**src/rtl/uart_ee_pkg.sv**
```systemverilog
// Shared definitions for the UART-to-EEPROM command controller:
// state encoding, default frame headers and a width helper.
package uart_ee_pkg;

    typedef enum logic [3:0] {
        ST_H0      = 4'd0,
        ST_H1      = 4'd1,
        ST_ADDR    = 4'd2,
        ST_LEN     = 4'd3,
        ST_DATA    = 4'd4,
        ST_WR_REQ  = 4'd5,
        ST_WR_WAIT = 4'd6,
        ST_RD_REQ  = 4'd7,
        ST_RD_XFER = 4'd8
    } state_e;

    localparam logic [15:0] DEF_WR_HEADER = 16'hEEC0;
    localparam logic [15:0] DEF_RD_HEADER = 16'hEEC1;

    // Pointer width for a memory of 'value' entries, never less than one bit.
    function automatic int clog2_min1(input int value);
        int r;
        r = 1;
        for (int i = 1; i < 31; i++) begin
            if ((32'sd1 <<< i) < value) begin
                r = i + 1;
            end
        end
        return r;
    endfunction

endpackage

```
**src/rtl/uart_ee_buf.sv**
```systemverilog
// Byte RAM with write/read pointers and fill count; serves as the linear
// write-payload buffer and as the circular read-return FIFO.
module uart_ee_buf
    import uart_ee_pkg::*;
#(
    parameter int DEPTH = 64
) (
    input  logic       clk,
    input  logic       rst,
    input  logic       clr_i,
    input  logic       wr_en_i,
    input  logic [7:0] wr_data_i,
    input  logic       rd_en_i,
    output logic [7:0] rd_data_o,
    output logic       full_o,
    output logic       empty_o
);

    localparam int            AW   = clog2_min1(DEPTH);
    localparam logic [AW-1:0] LAST = AW'(DEPTH - 1);

    logic [7:0]    mem_q [DEPTH];
    logic [AW-1:0] wr_ptr_q, wr_ptr_d;
    logic [AW-1:0] rd_ptr_q, rd_ptr_d;
    logic [8:0]    count_q, count_d;
    logic [7:0]    rd_data_q;
    logic          wr_s;

    assign wr_s = wr_en_i & ~clr_i;

    // Next pointer and count values, wrapping at DEPTH.
    always_comb begin
        wr_ptr_d = wr_ptr_q;
        rd_ptr_d = rd_ptr_q;
        count_d  = count_q;
        if (clr_i) begin
            wr_ptr_d = '0;
            rd_ptr_d = '0;
            count_d  = 9'd0;
        end else begin
            if (wr_en_i) begin
                wr_ptr_d = (wr_ptr_q == LAST) ? '0 : wr_ptr_q + AW'(1);
            end else begin
                wr_ptr_d = wr_ptr_q;
            end
            if (rd_en_i) begin
                rd_ptr_d = (rd_ptr_q == LAST) ? '0 : rd_ptr_q + AW'(1);
            end else begin
                rd_ptr_d = rd_ptr_q;
            end
            case ({wr_en_i, rd_en_i})
                2'b10:   count_d = count_q + 9'd1;
                2'b01:   count_d = count_q - 9'd1;
                default: count_d = count_q;
            endcase
        end
    end

    // Storage array; no reset so it maps onto plain RAM.
    always_ff @(posedge clk) begin
        if (wr_s) begin
            mem_q[wr_ptr_q] <= wr_data_i;
        end
    end

    // Pointers, count and the registered head byte, which already reflects
    // the advanced read pointer; a write to that slot is bypassed through.
    always_ff @(posedge clk or posedge rst) begin
        if (rst) begin
            wr_ptr_q  <= '0;
            rd_ptr_q  <= '0;
            count_q   <= 9'd0;
            rd_data_q <= 8'd0;
        end else begin
            wr_ptr_q <= wr_ptr_d;
            rd_ptr_q <= rd_ptr_d;
            count_q  <= count_d;
            if (wr_s && (wr_ptr_q == rd_ptr_d)) begin
                rd_data_q <= wr_data_i;
            end else begin
                rd_data_q <= mem_q[rd_ptr_d];
            end
        end
    end

    assign rd_data_o = rd_data_q;
    assign full_o    = (count_q == 9'(DEPTH));
    assign empty_o   = (count_q == 9'd0);

endmodule

```
**src/rtl/uart_eeprom_cmd_ctrl.sv**
```systemverilog
// Parses framed write/read commands from the UART RX stream, drives the IIC
// EEPROM byte engine and streams read data back to UART TX.
module uart_eeprom_cmd_ctrl
    import uart_ee_pkg::*;
#(
    parameter int          MAX_BYTE_NUM   = 64,
    parameter int          ADDR_BYTES     = 3,
    parameter int          TIMEOUT_CYCLES = 1000000,
    parameter logic [15:0] WR_HEADER      = DEF_WR_HEADER,
    parameter logic [15:0] RD_HEADER      = DEF_RD_HEADER,
    localparam int         ADDR_W         = 8 * ADDR_BYTES
) (
    input  logic              clk,
    input  logic              rst,
    input  logic [7:0]        rx_data,
    input  logic              rx_data_valid,
    output logic              wr_byte_req,
    output logic [7:0]        wr_byte_num_sub1,
    output logic [ADDR_W-1:0] wr_byte_addr,
    output logic [7:0]        wr_byte_data,
    input  logic              wr_byte_rden,
    input  logic              wr_byte_busy,
    output logic              rd_byte_req,
    output logic [7:0]        rd_byte_num_sub1,
    output logic [ADDR_W-1:0] rd_byte_addr,
    input  logic [7:0]        rd_byte_data,
    input  logic              rd_byte_data_valid,
    input  logic              rd_byte_busy,
    output logic [7:0]        tx_data,
    output logic              tx_data_valid,
    input  logic              tx_ready,
    output logic              frame_err
);

    state_e            state_q;
    logic              mode_rd_q;
    logic [ADDR_W-1:0] addr_q;
    logic [2:0]        addr_cnt_q;
    logic [7:0]        num_sub1_q;
    logic [8:0]        byte_cnt_q;
    logic [8:0]        rd_idx_q;
    logic [31:0]       timer_q;
    logic              wr_busy_q, rd_busy_q;
    logic              fall_seen_q, stray_q;
    logic              wr_req_q, rd_req_q, frame_err_q;

    logic       wr_rise_s, wr_fall_s, rd_rise_s, rd_fall_s;
    logic       timed_s, timeout_s, len_ok_s, busy_state_s;
    logic       wr_adv_s, tx_pop_s, overflow_s;
    logic       buf_clr_s, buf_wr_s, buf_rd_s, buf_full_s, buf_empty_s;
    logic [7:0] buf_wdata_s, buf_rdata_s;
    logic [8:0] num_s;

    assign wr_rise_s = wr_byte_busy & ~wr_busy_q;
    assign wr_fall_s = ~wr_byte_busy & wr_busy_q;
    assign rd_rise_s = rd_byte_busy & ~rd_busy_q;
    assign rd_fall_s = ~rd_byte_busy & rd_busy_q;
    assign num_s     = {1'b0, num_sub1_q} + 9'd1;

    // Buffer control and frame-level qualifiers derived from current state.
    always_comb begin
        timed_s      = (state_q == ST_H1) || (state_q == ST_ADDR) ||
                       (state_q == ST_LEN) || (state_q == ST_DATA);
        busy_state_s = (state_q == ST_WR_REQ) || (state_q == ST_WR_WAIT) ||
                       (state_q == ST_RD_REQ) || (state_q == ST_RD_XFER);
        timeout_s    = timed_s && !rx_data_valid &&
                       (timer_q == 32'(TIMEOUT_CYCLES - 1));
        len_ok_s     = (rx_data != 8'd0) && ({1'b0, rx_data} <= 9'(MAX_BYTE_NUM));
        wr_adv_s     = ((state_q == ST_WR_REQ) || (state_q == ST_WR_WAIT)) &&
                       wr_byte_rden && (rd_idx_q < {1'b0, num_sub1_q});
        tx_pop_s     = tx_data_valid && tx_ready;
        overflow_s   = (state_q == ST_RD_XFER) && rd_byte_data_valid && buf_full_s;
        buf_clr_s    = (state_q == ST_LEN) && rx_data_valid && len_ok_s;
        buf_rd_s     = wr_adv_s || tx_pop_s;
        if (state_q == ST_DATA) begin
            buf_wr_s    = rx_data_valid;
            buf_wdata_s = rx_data;
        end else begin
            buf_wr_s    = (state_q == ST_RD_XFER) && rd_byte_data_valid && !buf_full_s;
            buf_wdata_s = rd_byte_data;
        end
    end

    uart_ee_buf #(
        .DEPTH (MAX_BYTE_NUM)
    ) u_buf (
        .clk       (clk),
        .rst       (rst),
        .clr_i     (buf_clr_s),
        .wr_en_i   (buf_wr_s),
        .wr_data_i (buf_wdata_s),
        .rd_en_i   (buf_rd_s),
        .rd_data_o (buf_rdata_s),
        .full_o    (buf_full_s),
        .empty_o   (buf_empty_s)
    );

    // Command FSM with its counters and registered request/error outputs.
    always_ff @(posedge clk or posedge rst) begin
        if (rst) begin
            state_q     <= ST_H0;
            mode_rd_q   <= 1'b0;
            addr_q      <= '0;
            addr_cnt_q  <= 3'd0;
            num_sub1_q  <= 8'd0;
            byte_cnt_q  <= 9'd0;
            rd_idx_q    <= 9'd0;
            timer_q     <= 32'd0;
            wr_busy_q   <= 1'b0;
            rd_busy_q   <= 1'b0;
            fall_seen_q <= 1'b0;
            stray_q     <= 1'b0;
            wr_req_q    <= 1'b0;
            rd_req_q    <= 1'b0;
            frame_err_q <= 1'b0;
        end else begin
            wr_busy_q   <= wr_byte_busy;
            rd_busy_q   <= rd_byte_busy;
            frame_err_q <= 1'b0;
            if (rx_data_valid || !timed_s) begin
                timer_q <= 32'd0;
            end else begin
                timer_q <= timer_q + 32'd1;
            end
            // Only the first stray RX byte of a command is reported.
            if (busy_state_s && rx_data_valid && !stray_q) begin
                stray_q     <= 1'b1;
                frame_err_q <= 1'b1;
            end
            if (wr_adv_s) begin
                rd_idx_q <= rd_idx_q + 9'd1;
            end
            case (state_q)
                ST_H0: begin
                    if (rx_data_valid && ((rx_data == WR_HEADER[15:8]) ||
                                          (rx_data == RD_HEADER[15:8]))) begin
                        state_q <= ST_H1;
                    end
                end
                ST_H1: begin
                    if (rx_data_valid) begin
                        addr_cnt_q <= 3'd0;
                        if (rx_data == WR_HEADER[7:0]) begin
                            mode_rd_q <= 1'b0;
                            state_q   <= ST_ADDR;
                        end else if (rx_data == RD_HEADER[7:0]) begin
                            mode_rd_q <= 1'b1;
                            state_q   <= ST_ADDR;
                        end else if ((rx_data == WR_HEADER[15:8]) ||
                                     (rx_data == RD_HEADER[15:8])) begin
                            state_q <= ST_H1;
                        end else begin
                            state_q <= ST_H0;
                        end
                    end else if (timeout_s) begin
                        frame_err_q <= 1'b1;
                        state_q     <= ST_H0;
                    end
                end
                ST_ADDR: begin
                    if (rx_data_valid) begin
                        addr_q     <= (addr_q << 8) | ADDR_W'(rx_data);
                        addr_cnt_q <= addr_cnt_q + 3'd1;
                        if (addr_cnt_q == 3'(ADDR_BYTES - 1)) begin
                            state_q <= ST_LEN;
                        end
                    end else if (timeout_s) begin
                        frame_err_q <= 1'b1;
                        state_q     <= ST_H0;
                    end
                end
                ST_LEN: begin
                    if (rx_data_valid) begin
                        if (!len_ok_s) begin
                            frame_err_q <= 1'b1;
                            state_q     <= ST_H0;
                        end else begin
                            num_sub1_q <= rx_data - 8'd1;
                            byte_cnt_q <= 9'd0;
                            rd_idx_q   <= 9'd0;
                            stray_q    <= 1'b0;
                            if (mode_rd_q) begin
                                rd_req_q <= 1'b1;
                                state_q  <= ST_RD_REQ;
                            end else begin
                                state_q <= ST_DATA;
                            end
                        end
                    end else if (timeout_s) begin
                        frame_err_q <= 1'b1;
                        state_q     <= ST_H0;
                    end
                end
                ST_DATA: begin
                    if (rx_data_valid) begin
                        byte_cnt_q <= byte_cnt_q + 9'd1;
                        if (byte_cnt_q == {1'b0, num_sub1_q}) begin
                            rd_idx_q <= 9'd0;
                            wr_req_q <= 1'b1;
                            state_q  <= ST_WR_REQ;
                        end
                    end else if (timeout_s) begin
                        frame_err_q <= 1'b1;
                        state_q     <= ST_H0;
                    end
                end
                ST_WR_REQ: begin
                    if (wr_rise_s) begin
                        wr_req_q <= 1'b0;
                        state_q  <= ST_WR_WAIT;
                    end
                end
                ST_WR_WAIT: begin
                    if (wr_fall_s) begin
                        state_q <= ST_H0;
                    end
                end
                ST_RD_REQ: begin
                    if (rd_rise_s) begin
                        rd_req_q    <= 1'b0;
                        fall_seen_q <= 1'b0;
                        state_q     <= ST_RD_XFER;
                    end
                end
                ST_RD_XFER: begin
                    if (rd_fall_s) begin
                        fall_seen_q <= 1'b1;
                    end
                    if (overflow_s) begin
                        frame_err_q <= 1'b1;
                    end
                    if (tx_pop_s) begin
                        byte_cnt_q <= byte_cnt_q + 9'd1;
                    end
                    if ((fall_seen_q || rd_fall_s) && (byte_cnt_q == num_s)) begin
                        state_q <= ST_H0;
                    end
                end
                default: begin
                    state_q <= ST_H0;
                end
            endcase
        end
    end

    assign wr_byte_req      = wr_req_q;
    assign wr_byte_num_sub1 = num_sub1_q;
    assign wr_byte_addr     = addr_q;
    assign wr_byte_data     = buf_rdata_s;
    assign rd_byte_req      = rd_req_q;
    assign rd_byte_num_sub1 = num_sub1_q;
    assign rd_byte_addr     = addr_q;
    assign tx_data          = buf_rdata_s;
    assign tx_data_valid    = (state_q == ST_RD_XFER) && !buf_empty_s;
    assign frame_err        = frame_err_q;

endmodule

```
**config.mk**
```make
export PLATFORM = sky130hd
export DESIGN_NAME = uart_eeprom_cmd_ctrl
export DESIGN_NICKNAME = d
export VERILOG_FILES = /design/src/rtl/uart_ee_pkg.sv /design/src/rtl/uart_ee_buf.sv /design/src/rtl/uart_eeprom_cmd_ctrl.sv
export SDC_FILE = /design/constraint.sdc
export NUM_CORES = 1
export LEC_CHECK = 0
export ABC_AREA = 1
export CELL_PAD_IN_SITES_DETAIL_PLACEMENT = 1
export CELL_PAD_IN_SITES_GLOBAL_PLACEMENT = 1
export CORE_ASPECT_RATIO = 1.5
export CORE_UTILIZATION = 45
export CTS_CLUSTER_SIZE = 20
export DETAILED_ROUTE_END_ITERATION = 6
export PLACE_DENSITY_LB_ADDON = 0.1
export SYNTH_ARGS = -nofsm -noshare
export SYNTH_HDL_FRONTEND = slang
export SYNTH_SLANG_ARGS = --single-unit
```
**constraint.sdc**
```tcl
create_clock -name clk -period 6.2 [get_ports clk]
set_input_delay 1.24 -clock clk [delete_from_list [all_inputs] [get_ports clk]]
set_output_delay 1.24 -clock clk [all_outputs]
set_load 0.01 [all_outputs]
```
==> results.md, run 1 <==
CTS:
- At the later pin of the worst-skew pair, clock insertion delay measures roughly 0.64 ns.
- The number of CTS-inserted buffers is 66.
- In this run the post-CTS setup repair buffer count came out at 0.
- After clock tree synthesis, the clock-pin slew on the worst setup and hold paths is roughly 0.070 ns.
- The CTS root buffer is clkbuf_16.
- Clock tree synthesis found a total of 638 sinks.
- The maximum level of the CTS H-tree is 3.
- The CTS tree is yes.
- In this run the deepest clock path goes through 3 buffers.
- The number of gates resized after CTS was 0.
- The number of hold buffers added after cts is 0.

Timing:
- On the final layout, the worst hold slack is 0.504 ns.
- Setup violations remaining at the end of the flow were counted as 0.
- The setup TNS is 0 ns.
- The post-route clock period utilization is 0.799.
- The headroom to the max-slew limit is 0.220.
- The final hold violation count is 0.
- At the pin with the least slew margin, the transition time is 1.17 ns.
- Counting I/O delays and the setup requirement, the final critical path takes 4.95 ns.
- For the final database, setup skew stands at 0.0280 ns.
- Derived from the worst setup path, the maximum achievable clock frequency is between 200 and 250 MHz.
- The final number of max-transition violations came to 0.
- Setup repair after global routing left no endpoint under its margin.

Setup path:
- The critical path is of the input port to flop type.
- On the worst path, the slowest cell contributes a delay of between 0.5 and 0.6 ns.
- The slowest stage of the critical path is the inv_4 cell.
- The critical path goes through clkdlybuf4s50_1 > inv_1 > ha_1 > nand2_1 > nor3_1 > nand2_1 > nand4_4 > nand3_4 > inv_4 > buf_4 > nand3_1 > nand3_1 > nand3_1 > nand3_1 > nand3_1 > nand2_1 > nand2_1 > nand2_1.
- At the worst endpoint, the required time is 6.77 ns.
- The arrival time reported for the critical path endpoint is 5.53 ns.
- The largest fanout on the critical path is 32.
- STA classifies the critical path startpoint as an input port.
- The kind of capture point of the worst setup path is a flop.

Placement:
- The final estimated routing congestion in global placement is 0.892.
- The total cell area at the placement stage is approximately 32000 sq um.
- The HPWL after detailed placement is roughly 64000 um.
- The number of buffers added on ports is 107.
- The cell total after placement is 4031.

Route:
- The top routing layer in use is met4.
- The sum of routed wire segments on met1 is 37900 um.
- Across all layers, the routed design uses 23400 vias.
- In the routed design, unresolved DRC markers number 0.
- Dividing the detail-routed wire length by the instance count gives 24.0 um.
- The post-detailed-routing wire length is 99500 um.
- The detailed router's first-iteration violation count is between 1500 and 2000.
- After detailed routing, the met3 layer carries a little over 4000 um of wire.
- In this run the remaining antenna-violating nets after routing total 0.
- The number of iterations in the first detailed-routing pass is 5.
- The wire length on met2 is 51800 um.
- Dividing the detail-routed via count by the number of cells gives 5.64.

Synth:
- The cell type with the highest aggregate area in the netlist is edfxtp_1.
- The Yosys step of the flow raised 0 warnings.
- For this run, the register share of the synthesized area comes to 0.606.
- The most frequently used flop master after synthesis is edfxtp_1.
- Synthesis produced a netlist with a net count of approximately 3200.
- After synthesis, the mean cell area works out to 9.56 sq um.
- Of the post-synthesis cell area, the dominant cell type holds 0.503.
- In this run the cell area of the synthesized design comes to 30600 sq um.
- The commonest cells after synthesis are 593 x inv_1, 551 x nand2_1, 520 x nand3_1, 512 x edfxtp_1, 210 x nand4_1.
- In this run, synthesis inferred 512 flip-flops with an integrated enable.
- For this run, asynchronously set or reset flops after synthesis account for 0.197.
- Ranked by total cell area, the synthesized netlist is headed by edfxtp_1 50%, dfrtp_1 10%, nand3_1 8.5%, inv_1 7.3%, nand2_1 6.8%.
- Yosys instantiated no cell more often than inv_1.
- The post-synthesis instance total is 3199.
- The count of unique library cells instantiated by Yosys is 55.
- After synthesis the netlist holds a flip-flop and latch count of 638.

Final layout:
- Counting the fill cells in the layout gives about 7500.
- Leaving out filler cells and counting taps, the final layout contains 4150.
- The design area is between 30000 and 40000 sq um.
- Relative to the synthesized area, the layout overhead comes to 12.4%.
- The final layout contains 3259 nets.
- The number of antenna diodes in the final layout is 0.
- The share of final-layout standard cells stronger than drive strength 1 is 0.0573.

Die:
- The initial utilization of the core area, before any placement, comes to 0.457.
- The floorplan step set the die height to 321 um.
- The core outline area is 66900 sq um.
- The die covers ~69000 sq um.
- The I/O pin total is between 100 and 150.
- In this run the horizontal extent of the chip is 215 um.
- The number of rows in the core area is 116.

Global route:
- For this run, the total global-route usage over all layers was measured as 0.291.
- The global route total overflow is 0.
- The number of antenna violations at the first check in global routing is 0.
- Entering global routing, the biggest net connects 105 pins.
- The first-pass GRT wire length is about 150000 um.
- The number of global-route vias before repair is approximately 25000.

Power:
- Dividing total power by cell area gives a power density of 420 nW/um^2.
- The leakage dissipation is 0.0144 uW.
- The peak ir drop on the vdd network is 0.366 mV.

Worst hold path:
- The worst hold path class is flop to flop.

Run status:
- The flow ran to the end, and the final reports show no timing, DRC or antenna violations.

Run:
- The max-cap violation count is 0.
[metal layers]
layer / GRT usage / up-vias
met5: 0 / -
met1: 0.328 / 11800
met3: 0.0401 / 242
met2: 0.525 / 647
met4: 0.167 / 0
li1: - / 10700
[worst max-delay path, delay by kind of cell]
| kind | cells | cell delay, ns |
|---|---|---|
| adder cells (fa/ha/maj) | 1 | 0.30 |
| buffers and inverters | 4 | 1.63 |
| AND/OR/NAND/NOR | 13 | 2.29 |
[stage by stage]
step	setup WS (ns)	util	power (uW)
3_5_place_dp	0.654	0.482	10500
6_report	1.25	0.514	14400
2_1_floorplan	1.57	-	8330
4_1_cts	1.24	0.514	14500
5_1_grt	1.03	0.514	15000
3_3_place_gp	0.773	0.482	10400
[layout by cell type, fill, tap and decap left out, types with 10 or more instances in the layout]
| cell type | n |
|---|---|
| nand4_1 | 210 |
| nor3_1 | 41 |
| nand2_1 | 551 |
| clkbuf_1 | 10 |
| o21ai_0 | 60 |
| nand3_1 | 519 |
| nor4_1 | 16 |
| xor2_1 | 35 |
| buf_4 | 36 |
| inv_1 | 591 |
| ha_1 | 21 |
| clkinv_1 | 13 |
| clkdlybuf4s50_1 | 107 |
| edfxtp_1 | 512 |
| dfrtp_1 | 126 |
| nor2_1 | 159 |
| a21oi_1 | 56 |
| clkbuf_16 | 68 |
[flip-flops by register name, summed over array words and instances (netlist names), 3 cells and up]
signal,flops
u_buf.wr_ptr_q,6
u_buf.rd_data_o,8
timer_q,32
byte_cnt_q,9
u_buf.count_q,9
rd_idx_q,9
state_q,4
addr_cnt_q,3
rd_byte_num_sub1,8
rd_byte_addr,24
u_buf.mem_q,512
u_buf.rd_ptr_q,6
[area by class of cell]
cell class	count	area (sq um)	area share
clock buffers	83	1800	0.0524
clock inverters	36	352	0.0102
repair buffers	147	1420	0.0413
inverters	604	2270	0.0661
multi-input cells	1757	8910	0.259
flip-flops and latches	638	18500	0.539
well taps	885	1110	0.0322
[logic make-up after synthesis]
group / synth area share
and+or+nand+nor: 0.235
buffers and inverters: 0.107
DFF: 0.606
AOI/OAI and AO/OA: 0.0298
xor gates and xnor gates: 0.0126
adders and majority gates: 0.00859
muxes: 0.000736
[worst paths after layout]
check                                         start                  to  slack, ns  cells after the start
worst max-delay path                     rx_data[0]  u_buf.rd_data_o[1]       1.25                     18
worst min-delay path                        stray_q             stray_q       0.50                      2
worst min register to register              stray_q             stray_q       0.50                      2
max in group asynchronous                       rst             stray_q       3.93                      3
min in group asynchronous                       rst         timer_q[31]       1.14                      2
worst max register to register  rd_byte_num_sub1[1]  u_buf.rd_data_o[1]       1.83                     18
[power by group]
group	internal (uW)	leakage, uW	total [uW]	switching (uW)
clock	2290	0.00104	4050	1760
sequential	4950	0.00622	5240	286
combinational	1570	0.00709	5160	3590
(Power assumes the default switching activity.)
==> run 2: changes to the inputs <==
==> constraint.sdc (replaced) <==
create_clock -name clk -period 4.56 [get_ports clk]
set_input_delay 0.912 -clock clk [delete_from_list [all_inputs] [get_ports clk]]
set_output_delay 0.912 -clock clk [all_outputs]
set_load 0.01 [all_outputs]
==> run 2 against run 1 <==
  * Core utilization grew 0.82 points
  * Non-clock buffer count up 65
  * Design area is 1.6% higher
  * Routed wire length is 1.3% lower
  * Via count grew 0.79%
  * Clock power up 27%
  * Highest routed layer unchanged
==> results.md, run 2 (same netlist as run 1, synthesis figures left out) <==
Route:
- The via density per instance is 5.60.
- In this run, the number of DRC markers left after iteration 0 of detailed routing was 1991.
- Summed over all layers, the routed wires come to 98200 um.
- After detailed routing, the number of remaining DRC violations is 0.
- Dividing the detail-routed wire length by the instance count gives 23.3 um.
- The total number of vias is 23600.
- The number of iterations in the first detailed-routing pass is 5.
- In this run the remaining antenna-violating nets after routing total 0.

Global route:
- The number of global-route vias before repair is roughly 25000.
- The overall fraction of global-route tracks in use is 0.287.
- The first global-routing pass estimated roughly 150000 um of wire.
- The number of antenna violations at the first check in global routing came to 0.
- The maximum number of pins on one net before global-route repair is 117.
- Summed over all layers, the global routing overflow is 0.

Die:
- The y dimension of the die is 321 um.
- For this configuration, the core starts out at a cell density of 0.457.
- The core outline area is 66900 sq um.
- The die covers 69000 sq um.
- Row generation in the floorplan step produced 116 rows.
- The I/O pin total is approximately 110.
- In this run the horizontal extent of the chip is 215 um.

CTS:
- The CTS root buffer is clkbuf_16.
- The register clock-pin slew on the reported worst setup and hold paths is about 0.07 ns.
- At the later pin of the worst-skew pair, clock insertion delay measures 0.66 ns.
- The total number of clock tree sinks is 638.
- The number of CTS-inserted buffers is 61.
- Once the clock tree was built, the resizer swapped 0 gates to a different size.
- The number of hold buffers added after cts is 0.
- The H-tree generated during clock tree synthesis spans 2 levels.
- Counting along the longest clock path gives a buffer depth of 3.
- Post-CTS timing repair inserted 0 buffers for setup.
- TritonCTS built the clock tree.

Run status:
- The flow ran to the end, and the final reports show no timing, DRC or antenna violations.

Worst hold path:
- The worst hold path belongs to the class flop to flop.

Power:
- The leakage dissipation is roughly 0.015 uW.
- The switching power of the nets is 7400 uW.
- After layout, the design draws a total of 19300 uW.
- Cell internal power was estimated by the tool at around 12000 uW.
- The power density over the cells is 554 nW/um^2.
- The peak ir drop on the vdd network is between 0.4 and 0.5 mV.
- The combinational cell fraction of total power is 0.366.
- The share of total power in sequential cells is 0.368.
- The clock network power share is 0.266.
- The share of total power consumed by net switching is 0.382.

Final layout:
- The number of nets at the end of the flow is 3319.
- The number of antenna cells inserted is 0.
- The non-filler instance count after layout is 4209.
- Of the cells placed in the final design, the portion with a size suffix greater than 1 is 0.0728.
- The library cell used most frequently in the layout, excluding fill and tap cells, is inv_1.
- Relative to the synthesized area, the layout overhead comes to 14.2%.
- In the layout the commonest cells are 591 x inv_1, 551 x nand2_1, 519 x nand3_1.
- The share of the core filled with cells in the final layout is 0.522.
- The flip-flop count of the largest register, all copies and words added is roughly 510.
- The register with the most flip-flops is u_buf.mem_q.

Setup path:
- In this run the worst path has a maximum fanout of 95.
- For the worst setup path, the data arrival time is 4.44 ns.
- The required time of the worst setup path is 5.11 ns.
- By startpoint and endpoint, the worst setup path is classified as flop to flop.
- The critical path launch point type is a flop.
- The worst setup path is captured at a flop.

Timing:
- The post-route clock period utilization is 0.853.
- Adding up every negative setup slack in the final design gives 0 ns.
- The maximum clock frequency is 257 MHz.
- Setup violations remaining at the end of the flow were counted as 0.
- At the pin with the least slew margin, the transition time is 1.14 ns.
- Between clock sinks in the finished design, the worst skew comes to 0.0192 ns.
- The final hold violation count is 0.
- After layout, the minimum clock period comes to approximately 4 ns.
- In this run the tightest slew margin relative to its limit is 0.241.
- Setup repair after global routing left no endpoint under its margin.
- The final number of max-transition violations is 0.

Placement:
- The HPWL after detailed placement is 63000 um.
- The final estimated routing congestion in global placement is 0.896.
- During placement, the flow inserted port buffers numbering 107.
- The cell total after placement is 4096.

Run:
- The max-cap violation count is 0.
## run 2: worst paths after layout
| check | startpoint | to | slack, ns | cells past startpoint |
|---|---|---|---|---|
| setup / recovery | rd_byte_num_sub1[2] | u_buf.rd_data_o[7] | 0.67 | 21 |
| hold / removal | stray_q | stray_q | 0.51 | 2 |
| setup reg to reg | rd_byte_num_sub1[2] | u_buf.rd_data_o[7] | 0.67 | 21 |
| hold reg to reg | stray_q | stray_q | 0.51 | 2 |
| max in group asynchronous | rst | state_q[3] | 3.00 | 3 |
| min in group asynchronous | rst | timer_q[27] | 0.75 | 2 |
## run 2: stage by stage
step / area [sq um] / hold slack (ns) / setup slack [ns]
3_5_place_dp: 33000 / 0.490 / 0.160
2_1_floorplan: 30600 / 0.454 / 0.00391
6_report: 34900 / 0.505 / 0.671
5_1_grt: 34900 / 0.537 / 0.374
3_3_place_gp: 33000 / 0.474 / 0.216
4_1_cts: 34900 / 0.510 / 0.641
## run 2: worst max-delay path, cell delays in order, from the launching register on
cell     delay (ns)
dfrtp_1        0.54
inv_1          0.10
ha_1           0.32
nand2_1        0.07
nand2_1        0.08
nand3_1        0.09
nand2_1        0.08
nand2_1        0.08
nand3_4        0.17
nand2_4        0.12
nand2_4        0.11
buf_12         0.33
buf_12         0.43
nand4_1        0.15
nand3_1        0.13
nand3_1        0.17
nand3_1        0.23
nand3_1        0.20
nand3_1        0.14
nand2_1        0.06
nand2_1        0.05
nand2_1        0.06
## run 2: area by class of cell
class	count	area, sq um
clock buffer	76	1620
clock inverter	37	357
fill	7455	32000
inverter	604	2270
multi-input combinational	1757	8910
sequential	638	18500
tap	885	1110
timing repair buffer	212	2150
## run 2: metal layers
metal  vias to the layer above  share of wire  wire length, um  global-route usage
met5                         -              0                0                   0
met4                         0          0.051             4980               0.143
met3                       200          0.045             4420              0.0354
met2                       682           0.52            51400               0.526
met1                     11900           0.38            37500               0.328
li1                      10800              -                -                   -
## run 2: power groups by stage
stage	combinational [uW]	sequential [uW]	clock, uW
3_5_place_dp	7060	7230	0
4_1_cts	7110	7110	5250
3_3_place_gp	6920	7210	0
2_1_floorplan	4140	7180	0
6_report	7080	7110	5150
5_1_grt	7620	7150	5430
